<file path="config.mk">
export PLATFORM = sky130hd
export DESIGN_NAME = taxi_ctrl
export DESIGN_NICKNAME = d
export VERILOG_FILES = /design/src/rtl/taxi_ctrl.sv
export SDC_FILE = /design/constraint.sdc
export NUM_CORES = 1
export LEC_CHECK = 0
export BUFFER_PORTS_ARGS = -buffer_cell sky130_fd_sc_hd__buf_2
export CAP_MARGIN = 20
export CELL_PAD_IN_SITES_DETAIL_PLACEMENT = 0
export CELL_PAD_IN_SITES_GLOBAL_PLACEMENT = 1
export CORE_AREA = 4 4 77 79
export CTS_BUF_LIST = sky130_fd_sc_hd__clkbuf_2
export CTS_CLUSTER_DIAMETER = 80
export CTS_CLUSTER_SIZE = 14
export DETAILED_ROUTE_END_ITERATION = 7
export DIE_AREA = 0 0 81 83
export HOLD_SLACK_MARGIN = 0.02
export PLACE_DENSITY_LB_ADDON = 0.1
export SETUP_SLACK_MARGIN = 0.1
export SKIP_LAST_GASP = 1
export SYNTH_ARGS = -nofsm -noshare
export SYNTH_HDL_FRONTEND = slang
export SYNTH_SLANG_ARGS = --single-unit
export TNS_END_PERCENT = 20
</file>
<file path="constraint.sdc">
create_clock -name clk -period 6.85 [get_ports clk]
set_input_delay 2.055 -clock clk [delete_from_list [all_inputs] [get_ports clk]]
set_output_delay 2.055 -clock clk [all_outputs]
set_load 0.02 [all_outputs]
</file>
<file path="src/rtl/taxi_ctrl.sv">
// Taxi meter trip controller: key/wheel edge detection, trip FSM, fare/distance/wait accounting.
// Ports: clk, reset (sync, high), control[2:0] {stop,wait,start}, dist_pulse, state, fare, distance, wait_sec, fare_upd. Option: WAIT_CHARGE_EN.
module taxi_ctrl #(
  parameter int CLK_FREQ  = 50000000,
  parameter int BASE_FARE = 80,
  parameter int BASE_DIST = 30,
  parameter int UNIT_FARE = 2,
  parameter int WAIT_SEC  = 60,
  parameter int WAIT_FARE = 10
) (
  input  logic        clk,
  input  logic        reset,
  input  logic [2:0]  control,
  input  logic        dist_pulse,
  output logic [1:0]  state,
  output logic [13:0] fare,
  output logic [13:0] distance,
  output logic [15:0] wait_sec,
  output logic        fare_upd
);

  localparam logic [1:0] S_IDLE = 2'd0;
  localparam logic [1:0] S_RUN  = 2'd1;
  localparam logic [1:0] S_WAIT = 2'd2;
  localparam logic [1:0] S_STOP = 2'd3;

  localparam logic [13:0] MAX_V  = 14'd9999;
  localparam logic [15:0] MAX_W  = 16'd9999;
  localparam logic [13:0] B_FARE = 14'(BASE_FARE);
  localparam logic [13:0] B_DIST = 14'(BASE_DIST);
  localparam logic [15:0] U_FARE = 16'(UNIT_FARE);
  localparam logic [15:0] W_FARE = 16'(WAIT_FARE);

  logic [2:0]  ctrl_q;
  logic        dp_q;
  logic [2:0]  key_ev;
  logic        dist_ev;
  logic [1:0]  state_n;
  logic        load;
  logic        dist_cnt;
  logic [13:0] dist_n;
  logic        dist_add;
  logic        wait_add;
  logic [15:0] fare_sum;
  logic [13:0] fare_sat;

  assign key_ev  = control & ~ctrl_q;
  assign dist_ev = dist_pulse & ~dp_q;

  // Highest-priority key event wins even if the current state ignores it.
  always_comb begin
    state_n = state;
    load    = 1'b0;
    if (key_ev[2]) begin
      if (state == S_RUN || state == S_WAIT)
        state_n = S_STOP;
    end else if (key_ev[1]) begin
      if (state == S_RUN)
        state_n = S_WAIT;
      else if (state == S_WAIT)
        state_n = S_RUN;
    end else if (key_ev[0]) begin
      if (state == S_IDLE || state == S_STOP) begin
        state_n = S_RUN;
        load    = 1'b1;
      end else if (state == S_WAIT) begin
        state_n = S_RUN;
      end
    end
  end

  // Wheel edges count on the current state, so an edge coinciding
  // with a key that leaves RUN is still billed.
  assign dist_cnt = (state == S_RUN) && dist_ev;
  assign dist_n   = distance +
                    14'((dist_cnt && distance != MAX_V) ? 1 : 0);
  assign dist_add = dist_cnt && (dist_n > B_DIST);

`ifdef WAIT_CHARGE_EN
  localparam int PW = (CLK_FREQ > 1) ? $clog2(CLK_FREQ) : 1;
  localparam int SW = (WAIT_SEC > 1) ? $clog2(WAIT_SEC) : 1;
  localparam logic [PW-1:0] PRE_MAX = PW'(CLK_FREQ - 1);
  localparam logic [SW-1:0] SEC_MAX = SW'(WAIT_SEC - 1);

  logic [PW-1:0] pre_q;
  logic [SW-1:0] sec_q;
  logic          in_wait;
  logic          pre_wrap;

  assign in_wait  = (state == S_WAIT);
  assign pre_wrap = in_wait && (pre_q == PRE_MAX);
  assign wait_add = pre_wrap && (sec_q == SEC_MAX);

  always_ff @(posedge clk) begin
    if (reset) begin
      pre_q    <= '0;
      sec_q    <= '0;
      wait_sec <= '0;
    end else if (load) begin
      pre_q    <= '0;
      sec_q    <= '0;
      wait_sec <= '0;
    end else if (in_wait) begin
      pre_q <= pre_wrap ? '0 : pre_q + 1'b1;
      if (pre_wrap) begin
        sec_q <= wait_add ? '0 : sec_q + 1'b1;
        if (wait_sec != 16'hFFFF)
          wait_sec <= wait_sec + 16'd1;
      end
    end
  end
`else
  assign wait_add = 1'b0;
  assign wait_sec = '0;
`endif

  assign fare_sum = {2'b00, fare} +
                    (dist_add ? U_FARE : 16'd0) +
                    (wait_add ? W_FARE : 16'd0);
  assign fare_sat = (fare_sum > MAX_W) ? MAX_V : fare_sum[13:0];

  always_ff @(posedge clk) begin
    if (reset) begin
      ctrl_q   <= '0;
      dp_q     <= 1'b0;
      state    <= S_IDLE;
      fare     <= '0;
      distance <= '0;
      fare_upd <= 1'b0;
    end else begin
      ctrl_q <= control;
      dp_q   <= dist_pulse;
      state  <= state_n;
      if (load) begin
        fare     <= B_FARE;
        distance <= '0;
        fare_upd <= 1'b1;
      end else begin
        fare     <= fare_sat;
        distance <= dist_n;
        fare_upd <= (fare_sat != fare);
      end
    end
  end

endmodule

</file>
==> results.cfg, run 1 <==
[logic_synthesis]
async_flop_share_pct = 0
yosysTopAreaCell = dfxtp_1
yosysTopAreaCellShare_pct = 34.13
yosysWarnings = 0
ys_dominant_reg_cell = dfxtp_1
yosysUniqueCellTypes = 47
synth_area_um2 = 2053
synth_edf_count = 0
synth_area_per_cell_um2 = 8.484
synthTopCellsByArea = dfxtp_1 34%, xor2_1 6.0%, buf_4 5.9%
synth_cells = 242
ys_ff_latch = 35
ys_seq_area_share_pct = 34.13

[worst_setup_path]
reg2reg_from = distance[1]
endpoint_kind = flip-flop
slowest_delay_ns = 0.48
crit_path_frequent_cell = ha_1
required_ns = 7.14
cp_max_fo = 9
crit_buf_inv = 3
r2r.worst_path.cells = 19
cp-start-kind = input pin
crit_arrival_ns = 6.02
reg2reg_setup_slack_ns = 2.11
path_cells = buf_2, nand3b_1, a31oi_1, ha_1, ha_1, inv_1, a31oi_1, o221ai_1, o31ai_1, inv_1, ha_1, ha_1, and4_1, a311oi_1, nor4_1, o21a_2, a311oi_4, o31ai_1
crit_path_top_delay_cell = a311oi_4
crit_type = in -> reg
crit_family = compound AO/OA/AOI/OAI gates
r2r-end = fare[6]

[cells_and_area]
layout.nets = 285
multi_input_area_um2 = 1200
diodes = 0
fin_area_um2 = 2233
syn_to_final_growth_pct = 8.775
fillerInstances = 594
seq_area_um2 = 700.7
drive_above_1_share_pct = 18.75

[detailed_routing]
antenna_left = 0
post_drt_wl_per_cell_um = 14.16
wl_um = 4872
remaining_drc_errors = 0
drtIter0Drc = 58
drt_first_pass_iters = 4
routed-via-count = 1770
vias_per_cell = 5.145

[place]
place_hpwl_um = 3661
io_buffers = 36
place_congestion = 0.8337
placed_cell_area_um2 = 2193

[clock_tree]
post_cts.repair.setup_buffers = 0
clk_pin_slew_ns = 0.20
post_cts_resized = 0
cts_hold_buf = 0
htreeDepth = 2
cts_sinks = 35
cts_made_buffers = 5
clkLatencyLatePin_ns = 0.39
cts_max_path_buffers = 2
cts_tree = built
clock-root-buffer = clkbuf_2

[floorplan]
die_h_um = 83
start_util_pct = 38.47
io_pins = 53
die-area_um2 = 6723
die_x_um = 81
rows = 27
core_um2 = 5338

[worst_hold_path]
hp-start = fare[0]
min_to = fare[0]
hold_class = reg -> reg
min_delay_path_depth = 1

[grt]
grt_max_degree = 22
grt_pass1_wl_um = 8293
antenna_found_initial = 0
grt_usage_pct = 15.33
grt_overflow = 0
grt_pass1_vias = 1685

[sta]
period_needed_ns = 5.730
finClkSkew_ns = 0.02950
fin_setup_tns_ns = 0
fmax_ghz = 0.1745
drv_slew = 0
setup_viol = 0
rsz0062_at_grt = no
min_period_over_period_pct = 83.64
hold_viol = 0
relSlewSlack_pct = 62.94
fin_hold_ws_ns = 0.5426
tightest_slew_ns = 0.5559

[power]
peakVddDrop_uv = 72.84
power_per_cell_area_nw_per_um2 = 160.6
leakagePower_nw = 0.9399

[flow_run]
cap_violations = 0

[status]
outcome = completed
-- per-layer routing --
layer	track usage, %	share of wire (%)	wire (um)
met2	24.20	47	2284
met5	0	0	0
met4	5.837	1.8	87
met1	19.67	45	2194
met3	4.121	6.3	307
-- kinds of logic after synthesis --
group | share of synthesized area, %
compound gates | 12.62
fa+ha+maj | 4.875
flops | 34.13
other cells | 0.1826
simple gates | 25.47
xor+xnor | 11.52
buf+inv | 10.18
mux | 1.036
-- final cells by class --
type	count	area share (%)
clock buffer	7	1.569
clock inverter	1	0.2241
inverter	6	1.008
multi-input combinational	187	53.73
sequential	35	31.37
tap	72	4.034
timing repair buffer	36	8.067
-- cell usage in the layout (no fill, tap or decap), types with 3 or more instances in the layout --
master / count
buf_2: 36
dfxtp_1: 35
nor2_1: 24
nand2_1: 17
conb_1: 16
xor2_1: 14
xnor2_1: 13
nor3_1: 12
nand3_1: 9
ha_1: 8
nand4_1: 7
a21oi_1: 7
clkbuf_2: 7
inv_1: 6
nor2b_1: 6
and2_1: 4
a31oi_1: 3
and3_1: 3
or2_2: 3
o31ai_1: 3
nor4_1: 3
o21a_1: 3
-- state kept, by name, indices dropped and copies added (netlist names) --
signal and flops:
fare_upd 1, fare 14, ctrl_q 3, state 2, dp_q 1, distance 14
-- synth_stat cells, types with 4 or more instances --
master	count
a21oi_1	7
and2_1	4
buf_4	16
clkbuf_1	9
dfxtp_1	35
ha_1	8
inv_1	6
nand2_1	17
nand3_1	9
nand4_1	7
nor2_1	24
nor2b_1	6
nor3_1	12
xnor2_1	13
xor2_1	14
-- worst max-delay path by stage --
stage / start / end / slack (ns) / cells past startpoint
global placement: dist_pulse / fare[6] / 0.78 / 18
global route: dist_pulse / fare[11] / 0.78 / 18
finish: dist_pulse / fare[6] / 1.12 / 18
floorplan: dist_pulse / fare[4] / 1.41 / 18
detailed placement: dist_pulse / fare[6] / 0.62 / 18
CTS: dist_pulse / fare[11] / 1.09 / 18
-- power breakdown --
| group | switching [mW] | internal [mW] | leakage [nW] |
|---|---|---|---|
| Clock | 0.0699 | 0.0279 | 0.0330 |
| Sequential | 0.00650 | 0.209 | 0.284 |
| Combinational | 0.0305 | 0.0149 | 0.623 |
-- metrics by stage --
step	std cells	util [%]	setup slack, ns	total power, mW
4_1_cts	344	41.84	1.090	0.3646
6_report	344	41.84	1.120	0.3586
2_1_floorplan	257	-	1.412	0.2604
3_3_place_gp	336	41.09	0.7764	0.2653
3_5_place_dp	336	41.09	0.6169	0.2650
5_1_grt	344	41.84	0.7763	0.3790
Power figures use the tool's default switching activity.
==> inputs of run 2 (changes only) <==
==> constraint.sdc (replaced) <==
create_clock -name clk -period 5.6 [get_ports clk]
set_input_delay 1.68 -clock clk [delete_from_list [all_inputs] [get_ports clk]]
set_output_delay 1.68 -clock clk [all_outputs]
set_load 0.02 [all_outputs]
==> run 2 against run 1 <==
Compared with the run above: clock power rose by 72%; critical endpoint is now fare[4]; via count fell by 1.6%; worst setup slack got worse by 0.60 ns; final cell count rose by 1.2%; wire length fell by 1.2%; hold slack got worse by 0.018 ns; sequential power rose by 22%.
==> results.cfg, run 2 (same netlist as run 1, synthesis figures left out) <==
[cells_and_area]
layout_common_cells = 36 x buf_2, 35 x dfxtp_1, 24 x nor2_1
fin_area_um2 = 2301
reg_top3 = distance x14, fare x14, ctrl_q x3
layout.nets = 289
drive_above_1_share_pct = 20.65
syn_to_final_growth_pct = 12.07
diodes = 0
mostFrequentLayoutCell = buf_2
fillerInstances = 597

[worst_setup_path]
path_cells = buf_2, nand3b_1, a31oi_1, ha_1, ha_2, inv_1, nor3b_1, a31oi_1, o221ai_1, o31ai_1, inv_1, ha_1, ha_1, nand4_1, a311oi_1, nor4_1, o21a_2, a311oi_4, buf_4, o31ai_1
crit_path_top_delay_cell = ha_1
reg2reg_from = distance[1]
endpoint_kind = flip-flop
required_ns = 5.89
r2r-end = fare[4]
slowest_delay_ns = 0.32
crit_path_frequent_cell = ha_1
crit_buf_inv = 4
crit_arrival_ns = 5.37
crit_family = compound AO/OA/AOI/OAI gates
cp_max_fo = 9
reg2reg_setup_slack_ns = 1.14
crit_type = in -> reg
cp-start-kind = input pin
r2r.worst_path.cells = 20

[floorplan]
die_h_um = 83
die_x_um = 81
rows = 27
core_um2 = 5338
die-area_um2 = 6723
io_pins = 53
start_util_pct = 38.47

[grt]
grt_usage_pct = 15.16
antenna_found_initial = 0
grt_pass1_wl_um = 8211
grt_max_degree = 22
grt_pass1_vias = 1667
grt_overflow = 0

[place]
placed_cell_area_um2 = 2216
place_congestion = 0.8192
preCtsSetupSlack_ns = 0.01026
io_buffers = 36
place_hpwl_um = 3599

[clock_tree]
cts_tree = built
clock-root-buffer = clkbuf_2
htreeDepth = 2
clk_pin_slew_ns = 0.19
cts_max_path_buffers = 2
cts_made_buffers = 5
cts_sinks = 35
clkLatencyLatePin_ns = 0.38

[power]
leakagePower_nw = 0.9686
peakVddDrop_uv = 90.55
total_power_mw = 0.4868
power_per_cell_area_nw_per_um2 = 211.6

[sta]
period_needed_ns = 5.079
finClkSkew_ns = 0.009302
drv_slew = 0
fmax_ghz = 0.1969
rsz0062_at_grt = no
min_period_over_period_pct = 90.69
hold_viol = 0
setup_viol = 0
fin_setup_tns_ns = 0
setup_ws_ns = 0.5211

[detailed_routing]
drtIter0Drc = 85
wl_um = 4814
vias_per_cell = 5.003
drt_first_pass_iters = 4
post_drt_wl_per_cell_um = 13.83
remaining_drc_errors = 0
antenna_left = 0
routed-via-count = 1741

[worst_hold_path]
hp-start = fare[0]
hold_class = reg -> reg
min_to = fare[0]
min_delay_path_depth = 1

[status]
outcome = completed

[flow_run]
cap_violations = 0
[run 2: cell types whose count changed in the layout (fill, tap and decap cells not counted)]
cell	delta
clkinv_4	+1
a2111oi_0	-1
a2111oi_1	+1
ha_2	+1
nor3_2	+1
buf_4	+4
nor3_1	-1
clkbuf_2	-2
ha_1	-1
bufinv_16	+1
[run 2: worst reg2reg max path: cells and delay by family, from the launching register on]
| kind | cells | cell delay (ns) |
|---|---|---|
| AOI/OAI and AO/OA | 8 | 1.65 |
| adders and majority gates | 3 | 0.79 |
| buffers and inverters | 3 | 0.42 |
| DFF | 1 | 0.55 |
| and+or+nand+nor | 6 | 0.96 |
[run 2: routing by layer]
| layer | up-vias | part of all wire (%) | GRT usage, % |
|---|---|---|---|
| met5 | - | 0 | 0 |
| met3 | 7 | 4.3 | 3.471 |
| met1 | 808 | 48 | 20.68 |
| met2 | 42 | 46 | 23.60 |
| li1 | 884 | - | - |
| met4 | 0 | 1.2 | 4.455 |
[run 2: report_power, final]
| group | internal (mW) | switching (mW) | total (mW) |
|---|---|---|---|
| Sequential | 0.256 | 0.00788 | 0.263 |
| Clock | 0.0757 | 0.0922 | 0.168 |
| Combinational | 0.0183 | 0.0372 | 0.0554 |
| Total | 0.350 | 0.137 | 0.487 |
[run 2: stage by stage]
| stage | utilization (%) | hold slack [ns] | cells |
|---|---|---|---|
| floorplan | - | 0.6010 | 257 |
| global placement | 41.51 | 0.4977 | 339 |
| detailed placement | 41.51 | 0.4995 | 339 |
| CTS | 42.80 | 0.5436 | 347 |
| global route | 43.11 | 0.5723 | 348 |
| finish | 43.11 | 0.5247 | 348 |
[run 2: how the worst max path moves through the flow]
stage	start	endpoint	slack, ns	depth (start not counted)
2_1_floorplan	dist_pulse	fare[4]	0.54	18
3_3_place_gp	dist_pulse	fare[6]	0.15	18
3_5_place_dp	dist_pulse	fare[6]	0.01	18
4_1_cts	dist_pulse	fare[4]	0.46	18
5_1_grt	dist_pulse	fare[11]	0.20	19
6_report	dist_pulse	fare[4]	0.52	20
[run 2: final cells by class]
| class | count | area [um^2] | area share (%) |
|---|---|---|---|
| Sequential cell | 35 | 700.7 | 30.45 |
| Multi-Input combinational cell | 187 | 1209 | 52.53 |
| Inverter | 6 | 22.52 | 0.9788 |
| Tap cell | 72 | 90.09 | 3.915 |
| Clock buffer | 5 | 25.02 | 1.088 |
| Clock inverter | 3 | 43.79 | 1.903 |
| Timing Repair Buffer | 40 | 210.2 | 9.135 |
[run 2: timing repair]
| action | in CTS | in global routing |
|---|---|---|
| setup endpoints to repair | 0 | 11 |
| resized for setup | 0 | 3 |
| buffers inserted | 0 | 1 |
| hold buffers | 0 | 0 |
==> inputs of run 3 (changes only) <==
--- a/config.mk
+++ b/config.mk
@@ -9,12 +9,12 @@
 export CAP_MARGIN = 20
 export CELL_PAD_IN_SITES_DETAIL_PLACEMENT = 0
 export CELL_PAD_IN_SITES_GLOBAL_PLACEMENT = 1
-export CORE_AREA = 4 4 77 79
+export CORE_AREA = 4 4 75 77
 export CTS_BUF_LIST = sky130_fd_sc_hd__clkbuf_2
 export CTS_CLUSTER_DIAMETER = 80
 export CTS_CLUSTER_SIZE = 14
 export DETAILED_ROUTE_END_ITERATION = 7
-export DIE_AREA = 0 0 81 83
+export DIE_AREA = 0 0 79 81
 export HOLD_SLACK_MARGIN = 0.02
 export PLACE_DENSITY_LB_ADDON = 0.1
 export SETUP_SLACK_MARGIN = 0.1
==> constraint.sdc (replaced) <==
create_clock -name clk -period 6.1 [get_ports clk]
set_input_delay 1.83 -clock clk [delete_from_list [all_inputs] [get_ports clk]]
set_output_delay 1.83 -clock clk [all_outputs]
set_load 0.02 [all_outputs]
==> run 3 against run 2 <==
Compared with the run above: sequential power down 8.4%; final cell count down 1.7%; final area down 3.2%; count of clock-buffer cells in the layout up 1; critical path depth down 2; die area down 4.8%; combinational power down 8.1%; register-to-register slack better by 0.46 ns; largest power group unchanged.
==> results.cfg, run 3 (same netlist as run 1, synthesis figures left out) <==
[cells_and_area]
syn_to_final_growth_pct = 8.532
mostFrequentLayoutCell = buf_2
finalNonFillerCells = 342
reg_top3 = distance x14, fare x14, ctrl_q x3
fin_util_pct = 44.48
diodes = 0
drive_above_1_share_pct = 18.01
layout_common_cells = 36 x buf_2, 35 x dfxtp_1, 24 x nor2_1
fin_area_um2 = 2228
layout.nets = 285

[place]
place_hpwl_um = 3433
place_congestion = 0.8190
dp.cells = 334
placed_cell_area_um2 = 2191
io_buffers = 36
preCtsSetupSlack_ns = 0.3466

[power]
total_power_mw = 0.3924
power_per_cell_area_nw_per_um2 = 176.1
p_sw_share_pct = 28.92
seqPwrFrac_pct = 61.5
power_frac_comb_pct = 13.0
peakVddDrop_uv = 128.0
power_switching_mw = 0.1135
p_clk_share_pct = 25.5
internal_power_mw = 0.2789
leakagePower_nw = 0.9349

[worst_setup_path]
reg2reg_setup_slack_ns = 1.60
crit_arrival_ns = 5.58
required_ns = 6.34
path_cells = buf_2, nand3b_1, a31oi_1, ha_1, ha_1, inv_1, nor3b_1, a31oi_1, o221ai_1, o31ai_1, inv_1, ha_1, ha_1, nand4_1, nor3_2, a21oi_1, a311oi_4, o31ai_1
cp-start-kind = input pin
crit_type = in -> reg
crit_path_frequent_cell = ha_1
r2r-end = fare[6]
reg2reg_from = distance[1]
r2r.worst_path.cells = 19
crit_path_top_delay_cell = a311oi_4
endpoint_kind = flip-flop
cp_max_fo = 9
slowest_delay_ns = 0.53

[clock_tree]
clock-root-buffer = clkbuf_2
post_cts.repair.setup_buffers = 0
cts_made_buffers = 5
cts_max_path_buffers = 2
cts_hold_buf = 0
cts_sinks = 35
post_cts_resized = 0
clkLatencyLatePin_ns = 0.35
clk_pin_slew_ns = 0.16
htreeDepth = 2
cts_tree = built

[floorplan]
die-area_um2 = 6399
die_h_um = 81
io_pins = 53
die_x_um = 79
core_um2 = 5010
start_util_pct = 40.98
rows = 26

[detailed_routing]
vias_per_cell = 4.953
post_drt_wl_per_cell_um = 13.10
remaining_drc_errors = 0
drt_first_pass_iters = 4
antenna_left = 0
drtIter0Drc = 110
wl_um = 4481
routed-via-count = 1694

[sta]
fin_hold_ws_ns = 0.5344
setup_viol = 0
rsz0062_at_grt = no
min_period_over_period_pct = 87.56
drv_slew = 0
setup_ws_ns = 0.7587
hold_viol = 0
finClkSkew_ns = 0.01288
relSlewSlack_pct = 66.54
tightest_slew_ns = 0.5020
fmax_ghz = 0.1872
period_needed_ns = 5.341
fin_setup_tns_ns = 0

[grt]
grt_pass1_wl_um = 7617
antenna_found_initial = 0
grt_pass1_vias = 1592
grt_usage_pct = 15.12
grt_overflow = 0
grt_max_degree = 22

[worst_hold_path]
min_to = fare[0]
min_delay_path_depth = 1
hp-start = fare[0]
hold_class = reg -> reg

[flow_run]
cap_violations = 0

[status]
outcome = completed
-- run 3: cell types whose count changed in the layout (fill, tap and decap cells not counted) --
cell,change
buf_4,-4
clkinv_1,+2
a2111oi_0,+1
a2111oi_1,-1
bufinv_16,-1
clkbuf_2,+1
clkinv_2,-1
clkinv_4,-1
ha_1,+1
ha_2,-1
nor3_1,+1
nor3_2,-1
-- run 3: worst max-delay path by stage --
stage / start / slack, ns / end / cells past startpoint
2_1_floorplan: dist_pulse / 0.89 / fare[4] / 18
3_3_place_gp: dist_pulse / 0.38 / fare[6] / 18
3_5_place_dp: dist_pulse / 0.35 / fare[4] / 18
4_1_cts: dist_pulse / 0.77 / fare[4] / 18
5_1_grt: dist_pulse / 0.28 / fare[4] / 18
6_report: dist_pulse / 0.76 / fare[6] / 18
-- run 3: final cells by class --
cell class / count / area, um^2
inverter: 6 / 22.52
multi-input combinational: 187 / 1200
timing repair buffer: 36 / 180.2
fill: 539 / 2781
clock inverter: 2 / 7.507
tap: 70 / 87.58
clock buffer: 6 / 30.03
sequential: 35 / 700.7
-- run 3: power groups by stage --
stage	Sequential, mW	Clock [mW]	Combinational, mW
6_report	0.241	0.100	0.0509
5_1_grt	0.243	0.118	0.0586
4_1_cts	0.242	0.109	0.0517
3_5_place_dp	0.246	0	0.0515
3_3_place_gp	0.247	0	0.0517
2_1_floorplan	0.249	0	0.0436
-- run 3: layer usage --
metal  up-vias  GRT usage, %  share of wire, %
met5         -             0                 0
met4         0         4.467              0.76
met3         4         3.880               6.3
met2        45         23.23                44
met1       768         20.86                49
li1        877             -                 -
-- run 3: worst max-delay path: cells and delay by family --
family / cells / cell delay, ns
simple gates: 4 / 0.90
fa+ha+maj: 4 / 1.12
compound gates: 7 / 1.46
buf+inv: 3 / 0.27
